`config.mk`:
```
export PLATFORM = sky130hd
export DESIGN_NAME = irq_arbiter
export DESIGN_NICKNAME = d
export VERILOG_FILES = /design/src/rtl/irq_pkg.sv /design/src/rtl/irq_prio_sel.sv /design/src/rtl/irq_arbiter.sv
export SDC_FILE = /design/constraint.sdc
export NUM_CORES = 1
export LEC_CHECK = 0
export ABC_AREA = 1
export BUFFER_PORTS_ARGS = -buffer_cell sky130_fd_sc_hd__buf_2
export CAP_MARGIN = 25
export CORE_MARGIN = 2
export CORE_UTILIZATION = 25
export CTS_BUF_LIST = sky130_fd_sc_hd__clkbuf_4 sky130_fd_sc_hd__clkbuf_8
export DETAILED_ROUTE_END_ITERATION = 8
export PLACE_DENSITY = 0.56
export SLEW_MARGIN = 15
export SYNTH_ARGS = -nofsm -noshare
export SYNTH_HDL_FRONTEND = slang
export SYNTH_SLANG_ARGS = --single-unit
```
`constraint.sdc`:
```
create_clock -name clk -period 1.15 [get_ports clk]
set_input_delay 0 -clock clk [delete_from_list [all_inputs] [get_ports clk]]
set_output_delay 0 -clock clk [all_outputs]
set_load 0.05 [all_outputs]
```
`src/rtl/irq_pkg.sv`:
```
// Shared types for the interrupt arbiter: FSM state encoding.
package irq_pkg;

  localparam int unsigned STATE_W = 2;

  localparam logic [STATE_W-1:0] ENC_IDLE    = 2'd0;
  localparam logic [STATE_W-1:0] ENC_REQ     = 2'd1;
  localparam logic [STATE_W-1:0] ENC_SERVICE = 2'd2;

  typedef enum logic [STATE_W-1:0] {
    ST_IDLE    = ENC_IDLE,
    ST_REQ     = ENC_REQ,
    ST_SERVICE = ENC_SERVICE
  } irq_state_e;

endpackage

```
`src/rtl/irq_prio_sel.sv`:
```
// Combinational winner select: first set request bit searching upward from start, wrapping at NSRC.
module irq_prio_sel #(
  parameter int unsigned NSRC = 4,
  parameter int unsigned IDW  = 2
) (
  input  logic [NSRC-1:0] req,
  input  logic [IDW-1:0]  start,
  output logic            grant_vld_c,
  output logic [IDW-1:0]  grant_id_c
);

  logic [IDW:0]   sum;
  logic [IDW-1:0] idx;

  always_comb begin
    grant_vld_c = 1'b0;
    grant_id_c  = '0;
    sum         = '0;
    idx         = '0;
    for (int unsigned k = 0; k < NSRC; k++) begin
      sum = {1'b0, start} + (IDW+1)'(k);
      if (sum >= (IDW+1)'(NSRC)) begin
        sum = sum - (IDW+1)'(NSRC);
      end
      idx = sum[IDW-1:0];
      if (!grant_vld_c && req[idx]) begin
        grant_vld_c = 1'b1;
        grant_id_c  = idx;
      end
    end
  end

endmodule

```
`src/rtl/irq_arbiter.sv`:
```
// Interrupt arbiter: edge-latched pending bits, IDLE/REQ/SERVICE handshake with the CPU.
// Define IRQ_RR_EN for round-robin arbitration; default build is fixed priority (lowest index).
module irq_arbiter
  import irq_pkg::*;
#(
  parameter int unsigned NSRC = 4,
  parameter int unsigned IDW  = 2
) (
  input  logic            clk,
  input  logic            rst,
  input  logic [NSRC-1:0] src_irq,
  input  logic [NSRC-1:0] src_en,
  input  logic            irq_take,
  input  logic            irq_done,
  output logic            irq_req,
  output logic [IDW-1:0]  irq_id,
  output logic            irq_active,
  output logic [NSRC-1:0] pending
);

  irq_state_e      state_q, state_d;
  logic [NSRC-1:0] src_q;
  logic [NSRC-1:0] rise;
  logic [NSRC-1:0] clr_mask;
  logic [NSRC-1:0] pending_d;
  logic [NSRC-1:0] req_vec;
  logic [IDW-1:0]  id_d;
  logic            req_d;
  logic            active_d;
  logic            take_ok;
  logic [IDW-1:0]  start_ptr;
  logic            win_vld;
  logic [IDW-1:0]  win_id;

  assign rise    = src_irq & ~src_q;
  assign req_vec = pending & src_en;

  irq_prio_sel #(
    .NSRC (NSRC),
    .IDW  (IDW)
  ) u_prio_sel (
    .req         (req_vec),
    .start       (start_ptr),
    .grant_vld_c (win_vld),
    .grant_id_c  (win_id)
  );

`ifdef IRQ_RR_EN
  logic [IDW-1:0] rr_ptr;

  // Search restarts just past the last taken source.
  always_ff @(posedge clk or negedge rst) begin
    if (!rst) begin
      rr_ptr <= '0;
    end else if (take_ok) begin
      rr_ptr <= (irq_id == IDW'(NSRC-1)) ? '0 : irq_id + IDW'(1);
    end
  end

  assign start_ptr = rr_ptr;
`else
  assign start_ptr = '0;
`endif

  // Next state and next registered outputs.
  always_comb begin
    state_d  = state_q;
    id_d     = irq_id;
    req_d    = 1'b0;
    active_d = 1'b0;
    take_ok  = 1'b0;
    case (state_q)
      ST_IDLE: begin
        if (win_vld) begin
          state_d = ST_REQ;
          id_d    = win_id;
          req_d   = 1'b1;
        end
      end
      ST_REQ: begin
        if (irq_take) begin
          take_ok  = 1'b1;
          state_d  = ST_SERVICE;
          active_d = 1'b1;
        end else if (!src_en[irq_id]) begin
          state_d = ST_IDLE;
        end else begin
          req_d = 1'b1;
        end
      end
      ST_SERVICE: begin
        if (irq_done) begin
          state_d = ST_IDLE;
        end else begin
          active_d = 1'b1;
        end
      end
      default: state_d = ST_IDLE;
    endcase
  end

  // A fresh edge on the source being cleared keeps its pending bit set.
  always_comb begin
    clr_mask  = take_ok ? (NSRC'(1) << irq_id) : '0;
    pending_d = (pending & ~clr_mask) | rise;
  end

  always_ff @(posedge clk or negedge rst) begin
    if (!rst) begin
      state_q    <= ST_IDLE;
      src_q      <= '0;
      pending    <= '0;
      irq_id     <= '0;
      irq_req    <= 1'b0;
      irq_active <= 1'b0;
    end else begin
      state_q    <= state_d;
      src_q      <= src_irq;
      pending    <= pending_d;
      irq_id     <= id_d;
      irq_req    <= req_d;
      irq_active <= active_d;
    end
  end

endmodule

```
; Word-level counts from Yosys, hierarchy flattened
; Cells that the tools add are included.
[word_totals]
inputBits = 12
out_inout_bits = 8
reg_bits = 14
n_memories = 0
mem_bits_ro = 0
elab_cells = 51
latchBits = 0
ramBits = 0
[op_classes]
mul = 0
bitwise = 6
n_mux = 23
shift = 1
n_div = 0
reduce_logical = 9
addsub = 0
n_eq_ne = 5
n_lt_le_gt_ge = 1
[ops]
columns = op, count
row1 = bitwise AND 4 bit, 3
row2 = 2-to-1 mux 1 bit, 12
row3 = 2-to-1 mux 2 bit, 6
row4 = NOT 4 bit, 2
row5 = one-hot mux 2 bit (3 select lines), 1
row6 = 2-to-1 mux 4 bit, 1
row7 = bitwise OR 4 bit, 1
row8 = one-hot mux 1 bit (2 select lines), 2
row9 = "left shift 1 x 2 -> 4 bit, first input constant", 1
row10 = logical AND 1 bit, 3
row11 = logical NOT 1 bit, 3
row12 = "less-than comparator 2 x 3 -> 1 bit, second input constant", 1
row13 = "!= test 3 bit, second input constant", 1
row14 = AND reduction 3 bit, 1
row15 = binary-select mux 1 bit (select 2 bit), 1
row16 = "== test 2 x 1 -> 1 bit, second input constant", 1
row17 = "== test 2 bit, second input constant", 1
row18 = logical NOT 2 bit, 1
row19 = "!= test 2 x 1 -> 1 bit, second input constant", 1
row20 = "!= test 2 bit, second input constant", 1
row21 = AND reduction 2 bit, 1

; Depth between registers and ports, before layout
; Gate-level depths: netlist (run 1).
[depth]
depth_word = 13
depth_mapped = 9

; Hierarchy
; Synthesis (run 1) repeated with hierarchy kept, for this count alone.
[unflattened]
hier_cells = 135
hier_area_um2 = 972.2
[modules_own_cells]
columns = mod, cells_each, seq_area_each_um2, area_per_inst_um2, instances
row1 = irq_arbiter, 76, 350.3, 653.1, 1
row2 = irq_prio_sel, 59, 0.0, 319.1, 1

; Worst setup path after synthesis (run 1)
; OpenSTA, ideal clock, no wires.
[synth_path]
kind = reg2reg
start = register irq_id[0]
end = register state_q[0]
required_ns = 1.033
arrival_time_ns = 1.230
path_stages_with_launch = 10
setup_ns = 0.117
path_slack_ns = -0.196
cell_sequence = dfrtp_1 inv_2 nand2_1 nand2_1 nand2_1 nand2_1 nand2_2 nand2_2 nand2_1 nand2_1
[synth_between]
elab_chain_len = 4
[synth_rtl]
columns = item, line_no
row1 = "start, declared", irq_arbiter.sv:16  ; output logic [IDW-1:0] irq_id,
row2 = "start signal, assigned", irq_arbiter.sv:120  ; irq_id <= id_d;
row3 = binary-select mux 1 bit (select 2 bit), irq_arbiter.sv:85  ; end else if (!src_en[irq_id]) begin
row4 = 2-to-1 mux 1 bit (not written as such), irq_arbiter.sv:85
row5 = != test 3 bit (no line), -
row6 = AND reduction 3 bit (no line), -
row7 = "end signal, assigned", irq_arbiter.sv:117  ; state_q <= state_d;
row8 = "end, declared", irq_arbiter.sv:21  ; irq_state_e state_q, state_d;
; No other way between the ends. The select of a mux whose other input is x is not followed.
; A chain may end at the register's enable or synchronous reset.

; Worst setup path in the final report (run 1)
[layout_path]
start = register state_q[1]
end = register state_q[1]
[layout_between]
elab_chain_len = 3
elab_cells_between_ends = 8
classes_between = eq/ne (5) / mux (1) / reduce/logical (2)
[layout_rtl]
columns = item, line_no
row1 = == test 2 x 1 -> 1 bit (tied with other cells), irq_arbiter.sv:72  ; case (state_q)
row2 = != test 3 bit (no line) (tied with other cells), -
row3 = AND reduction 3 bit (no line), -
; Several ways; a longest one is shown, not always the timed one.

==> results of run 1 <==
path summary, 6_finish.rpt:
| kind | startpoint | end | slack [ns] | cells past startpoint |
|---|---|---|---|---|
| min in group asynchronous | rst | irq_req | 0.15 | 2 |
| worst max register to register | state_q[1] | state_q[1] | -0.06 | 8 |
| worst min-delay path | irq_done | irq_active | 0.06 | 3 |
| worst max-delay path | state_q[1] | state_q[1] | -0.06 | 8 |
| worst min register to register | src_q[1] | pending[1] | 0.41 | 1 |
| max in group asynchronous | rst | pending[1] | 0.74 | 2 |
where the power goes:
part | internal [mW] | switching, mW | total, mW
registers | 0.675 | 0.217 | 0.892
logic | 0.584 | 1.09 | 1.68
clock network | 0.192 | 0.161 | 0.353
kinds of logic after synthesis:
group,after synthesis
AND/OR/NAND/NOR,32
AO/OA/AOI/OAI,14
flip-flops,14
buffers and inverters,13
adder cells (fa/ha/maj),3
flip-flops by register name (all words and copies together), names as in the netlist:
name and flops:
src_q 4, irq_id 2, pending 4, state_q 2, irq_active 1, irq_req 1
worst min-delay path: stages:
cell and delay (ns):
buf_2 0.10, nor2_4 0.05, o21a_1 0.16
routing by layer:
layer,share of wire (%),vias up
li1,-,306
met1,44,309
met2,51,11
met3,4.0,2
met4,1.1,0
met5,0,-
cells in the mapped netlist:
| library cell | n |
|---|---|
| o21a_1 | 1 |
| inv_2 | 1 |
| ha_1 | 3 |
| o21ai_0 | 7 |
| dfrtp_1 | 14 |
| inv_1 | 12 |
| nand3_1 | 4 |
| a21oi_1 | 1 |
| a21oi_2 | 1 |
| o31ai_1 | 4 |
| nand2_2 | 2 |
| nand2_1 | 22 |
| nor2_1 | 4 |
stage by stage:
stage | std cells | area [sq um] | power [mW]
floorplan | 76 | 666 | 1.71
finish | 137 | 1040 | 2.92
global route | 137 | 1040 | 3.13
CTS | 134 | 912 | 2.47
global placement | 125 | 798 | 1.98
detailed placement | 125 | 798 | 2.00
layout make-up:
type / instances / area share [%]
Sequential cell: 14 / 34.4
Inverter: 13 / 4.92
Multi-Input combinational cell: 49 / 37.2
Tap cell: 30 / 3.60
Clock buffer: 4 / 3.48
Timing Repair Buffer: 27 / 16.4
repair_timing:
action / in CTS / in global routing
hold buffers: 5 / 0
pin swaps: 3 / 5
setup endpoints to repair: 9 / 9
resized for setup: 15 / 24
setup buffers: 0 / 3
endpoints found under the hold margin: 22 / 0
==> metrics.csv, run 1 <==
metric;value;unit
status;finished with violations;
violations;negative setup slack;
fin_skew;0.00108;ns
min_path_type;input pin to flop;
start_util;26.4;%
grt-busiest-layer;met2;
numCtsBuffers;3;
crit_buf_inv;2;
ioPinCount;20;
grt_pass1_vias;574;
synthCells;76;
clockBufferDepth;2;
synth-xor-area-share;0;%
cts.sinks;14;
setup_viol;7;
die_y;55.1;microns
tns;-0.305;ns
crit_path_end_kind;flop;
synth-simple-area-share;19.9;%
finalNetCount;123;
gp_congestion;0.805;
slew_viol_final;0;
syn_area;653;sq um
slew_headroom;78.3;%
slowest_stage;dfrtp_1;
layout_setup_ws;-0.0628;ns
rsz0062_at_grt;yes;
drt_iter0_drc;8;
use_met1;14.1;%
fillers;260;
critPathTopFamily;flip-flops;
dr.pass1.iters;4;
antenna_left;0;
final_core_util;42.1;%
ir_drop;1.15;mV
syn2layout_area_growth;59.8;%
grt_usage;11.7;%
grtUsageMet3;2.42;%
grt_pass1_wl;2.44;mm
synthMuxAreaShare;0;%
die-area;3040;sq um
fin_crit;1.21;ns
cts-root-buf;clkbuf_4;
viasPerCell;4.58;
antenna_found_initial;0;
finalCritPeriodShare;105;%
worstPathCellList;inv_2 > ha_4 > inv_2 > nor2_2 > nand2_2 > nand2_2 > nand2_1 > nand2_1;
cp_slowest_stage_delay;0.42;ns
wire_per_inst;12.6;microns
rows;18;
tightest_slew;0.326;ns
drive_above_1_share;56.1;%
synth_top_family_by_area;simple AND/OR/NAND/NOR gates;
cts_tree;built;
p_per_area;2800;nW/um^2
startpoint_type;flop;
synth_top_cell_by_area;dfrtp_1;
crit_type;flop to flop;
yosys-top-cells-area;dfrtp_1 54%, nand2_1 13%, inv_1 6.9%;
place_ws;-0.0957;ns
yosys.cell_types.count;13;
syn_avg_cell_area;8.59;sq um
route.detailed.drc;0;
max_freq;825;MHz
die_w;55.1;microns
ys_ff_latch;14;
yosysWarnings;0;
grt-ovfl-total;0;
cp.required;1.37;ns
p_leak;0.488;nW
seq_area;359;sq um
worstSkewPairLatency;0.27;ns
synth_adder_area_share;5.75;%
antenna_cells;0;
final_cell_mix;19 x buf_2, 18 x nand2_1, 7 x dfrtp_1, 7 x dfrtp_2;
vias;628;
synth.top_cell.area_share;53.6;%
hold_violations;0;
io_buffers;19;
htreeDepth;1;
hold_slack;0.0568;ns
final_common_cell;buf_2;
grt_max_degree;15;
drv_cap;0;
path_max_fanout;4;
worst-endpoint-arrival;1.43;ns
use_met2;19.0;%
finalWirelength;1.73;mm
multi_input_area;388;sq um
clk_pin_slew;0.09;ns
dp_hpwl;1.11;mm
ys_seq_area_share;53.6;%
core;2480;sq um
syn_nets;91;
synth_compound_area_share;13.2;%
Note: power is estimated with default switching activity, not from simulation.
==> run 2: changes to the inputs <==
--- a/config.mk
+++ b/config.mk
@@ -13,6 +13,7 @@
 export CTS_BUF_LIST = sky130_fd_sc_hd__clkbuf_4 sky130_fd_sc_hd__clkbuf_8
 export DETAILED_ROUTE_END_ITERATION = 8
 export PLACE_DENSITY = 0.56
+export RECOVER_POWER = 25
 export SLEW_MARGIN = 15
 export SYNTH_ARGS = -nofsm -noshare
 export SYNTH_HDL_FRONTEND = slang
==> constraint.sdc (replaced) <==
create_clock -name clk -period 1.4 [get_ports clk]
set_input_delay 0 -clock clk [delete_from_list [all_inputs] [get_ports clk]]
set_output_delay 0 -clock clk [all_outputs]
set_load 0.05 [all_outputs]
==> run 2 against run 1 <==
Effect of this change: the flow now finishes without violations; worst setup slack better by 0.18 ns; sequential power is 28% lower; register-to-register slack better by 0.18 ns; die area stayed put; flip-flop and latch count stayed put; worst hold slack worse by 0.015 ns; largest power group unchanged; utilization is 7.0 points lower; fmax is 5.6% lower; combinational power is 43% lower; critical path type unchanged; global-route usage is 0.68 points lower; power is 35% lower; largest cell class is now flip-flops and latches; routed wire length is 24% lower.
==> metrics.csv, run 2 (synthesis gave the netlist of run 1 again) <==
metric;value;unit
switching_share;49.0;%
finalWirelength;1.32;mm
routed.top_layer;met4;
rsz0062_at_grt;no;
postCtsSetupBuffers;0;
power.share.combinational;50.6;%
start_util;26.4;%
fin_crit;1.29;ns
final_cell_mix;22 x nand2_1, 18 x buf_2, 14 x dfrtp_1;
final_core_util;35.2;%
hp-start;src_en[0];
place_ws;0.146;ns
reg_top3;pending: 4 flops, src_q: 4 flops;
tightest_slew;0.753;ns
rows;18;
die_y;55.1;microns
slew_viol_final;0;
wire_per_inst;9.84;microns
route.detailed.drc;0;
max_freq;778;MHz
fillers;275;
core;2480;sq um
cts.sinks;14;
grt_max_degree;15;
layout_setup_ws;0.115;ns
r2r-end;pending[3];
numCtsBuffers;3;
antenna_left;0;
io_buffers;19;
internal_power;0.966;mW
drive_above_1_share;25.0;%
drt_iter0_drc;4;
final_common_cell;nand2_1;
grt_usage;11.0;%
grt_pass1_vias;532;
dr.pass1.iters;4;
htreeDepth;1;
ctsResizeCount;0;
viasPerCell;4.13;
p_leak;0.462;nW
hold_violations;0;
worstSkewPairLatency;0.28;ns
status;completed;
reg2reg_depth;5;
route.met3.wl;75;microns
setup_viol;0;
power.switching;0.927;mW
tns;0;ns
pwr-share-seq;34.1;%
p_per_area;2170;nW/um^2
finalNetCount;120;
rrSetupSlack;0.11;ns
clock_power_share;15.3;%
antenna_cells;0;
finalCritPeriodShare;91.8;%
crit_type;flop to flop;
syn2layout_area_growth;33.3;%
min_path_type;input pin to flop;
path_max_fanout;5;
min_to;irq_id[0];
die-area;3040;sq um
cts_tree;built;
ioPinCount;20;
startpoint_type;flop;
gp_congestion;0.836;
fin_skew;0.00415;ns
antenna_found_initial;0;
vias;554;
grt-ovfl-total;0;
drv_cap;0;
dr_wl_met2;642;microns
worst-endpoint-arrival;1.43;ns
holdPathStages;4;
cts-root-buf;clkbuf_4;
slew_headroom;49.8;%
clockBufferDepth;2;
cp.required;1.55;ns
crit_path_end_kind;flop;
ir_drop;0.762;mV
clk_pin_slew;0.09;ns
dp_hpwl;1.02;mm
grt_pass1_wl;2.26;mm
die_w;55.1;microns
wl_met1;585;microns
r2r_start;state_q[1];
-- run 2: metal layers --
layer	vias to the layer above	GRT usage, %
met5	-	0
li1	300	-
met1	244	12.6
met3	2	3.76
met2	8	17.5
met4	0	7.32
-- run 2: through the flow --
stage	cell area [sq um]	hold slack [ns]	std cells	power [mW]
4_1_cts	872	0.0342	134	1.93
2_1_floorplan	653	-0.296	76	1.38
3_3_place_gp	786	-0.0822	125	1.60
3_5_place_dp	786	-0.0811	125	1.61
6_report	871	0.0422	134	1.89
5_1_grt	871	0.0570	134	2.07
-- run 2: area by class of cell --
cell class	instances	area (sq um)	share of cell area [%]
Multi-Input combinational cell	49	254	29.2
Timing Repair Buffer	24	144	16.5
Sequential cell	14	350	40.2
Clock buffer	4	36.3	4.17
Tap cell	30	37.5	4.31
Inverter	13	48.8	5.60
-- run 2: timing repair --
action                                  in CTS  in global routing
hold endpoints to repair                    22                  0
hold buffers                                 5                  0
endpoints found under the setup margin       0                  0
-- run 2: worst max-delay path by stage --
| stage | start | endpoint | slack [ns] | depth (start not counted) |
|---|---|---|---|---|
| after global routing | state_q[1] | pending[3] | 0.02 | 5 |
| after global placement | state_q[1] | pending[3] | 0.19 | 5 |
| after CTS | state_q[1] | pending[3] | 0.12 | 5 |
| final | state_q[1] | pending[3] | 0.11 | 5 |
| after floorplan | irq_id[0] | state_q[0] | 0.05 | 9 |
| after detailed placement | state_q[1] | pending[3] | 0.15 | 5 |
-- run 2: power groups by stage --
stage | combinational, mW | clock, mW | sequential [mW]
2_1_floorplan | 0.407 | 0 | 0.975
3_3_place_gp | 0.949 | 0 | 0.651
3_5_place_dp | 0.958 | 0 | 0.656
4_1_cts | 0.975 | 0.306 | 0.650
5_1_grt | 1.07 | 0.331 | 0.666
6_report | 0.958 | 0.290 | 0.646
-- run 2: critical path, cell delays in order, from the launching register on --
cell     delay (ns)
dfrtp_1        0.41
inv_1          0.09
ha_1           0.16
nand2_1        0.11
o31ai_1        0.27
o21ai_0        0.13
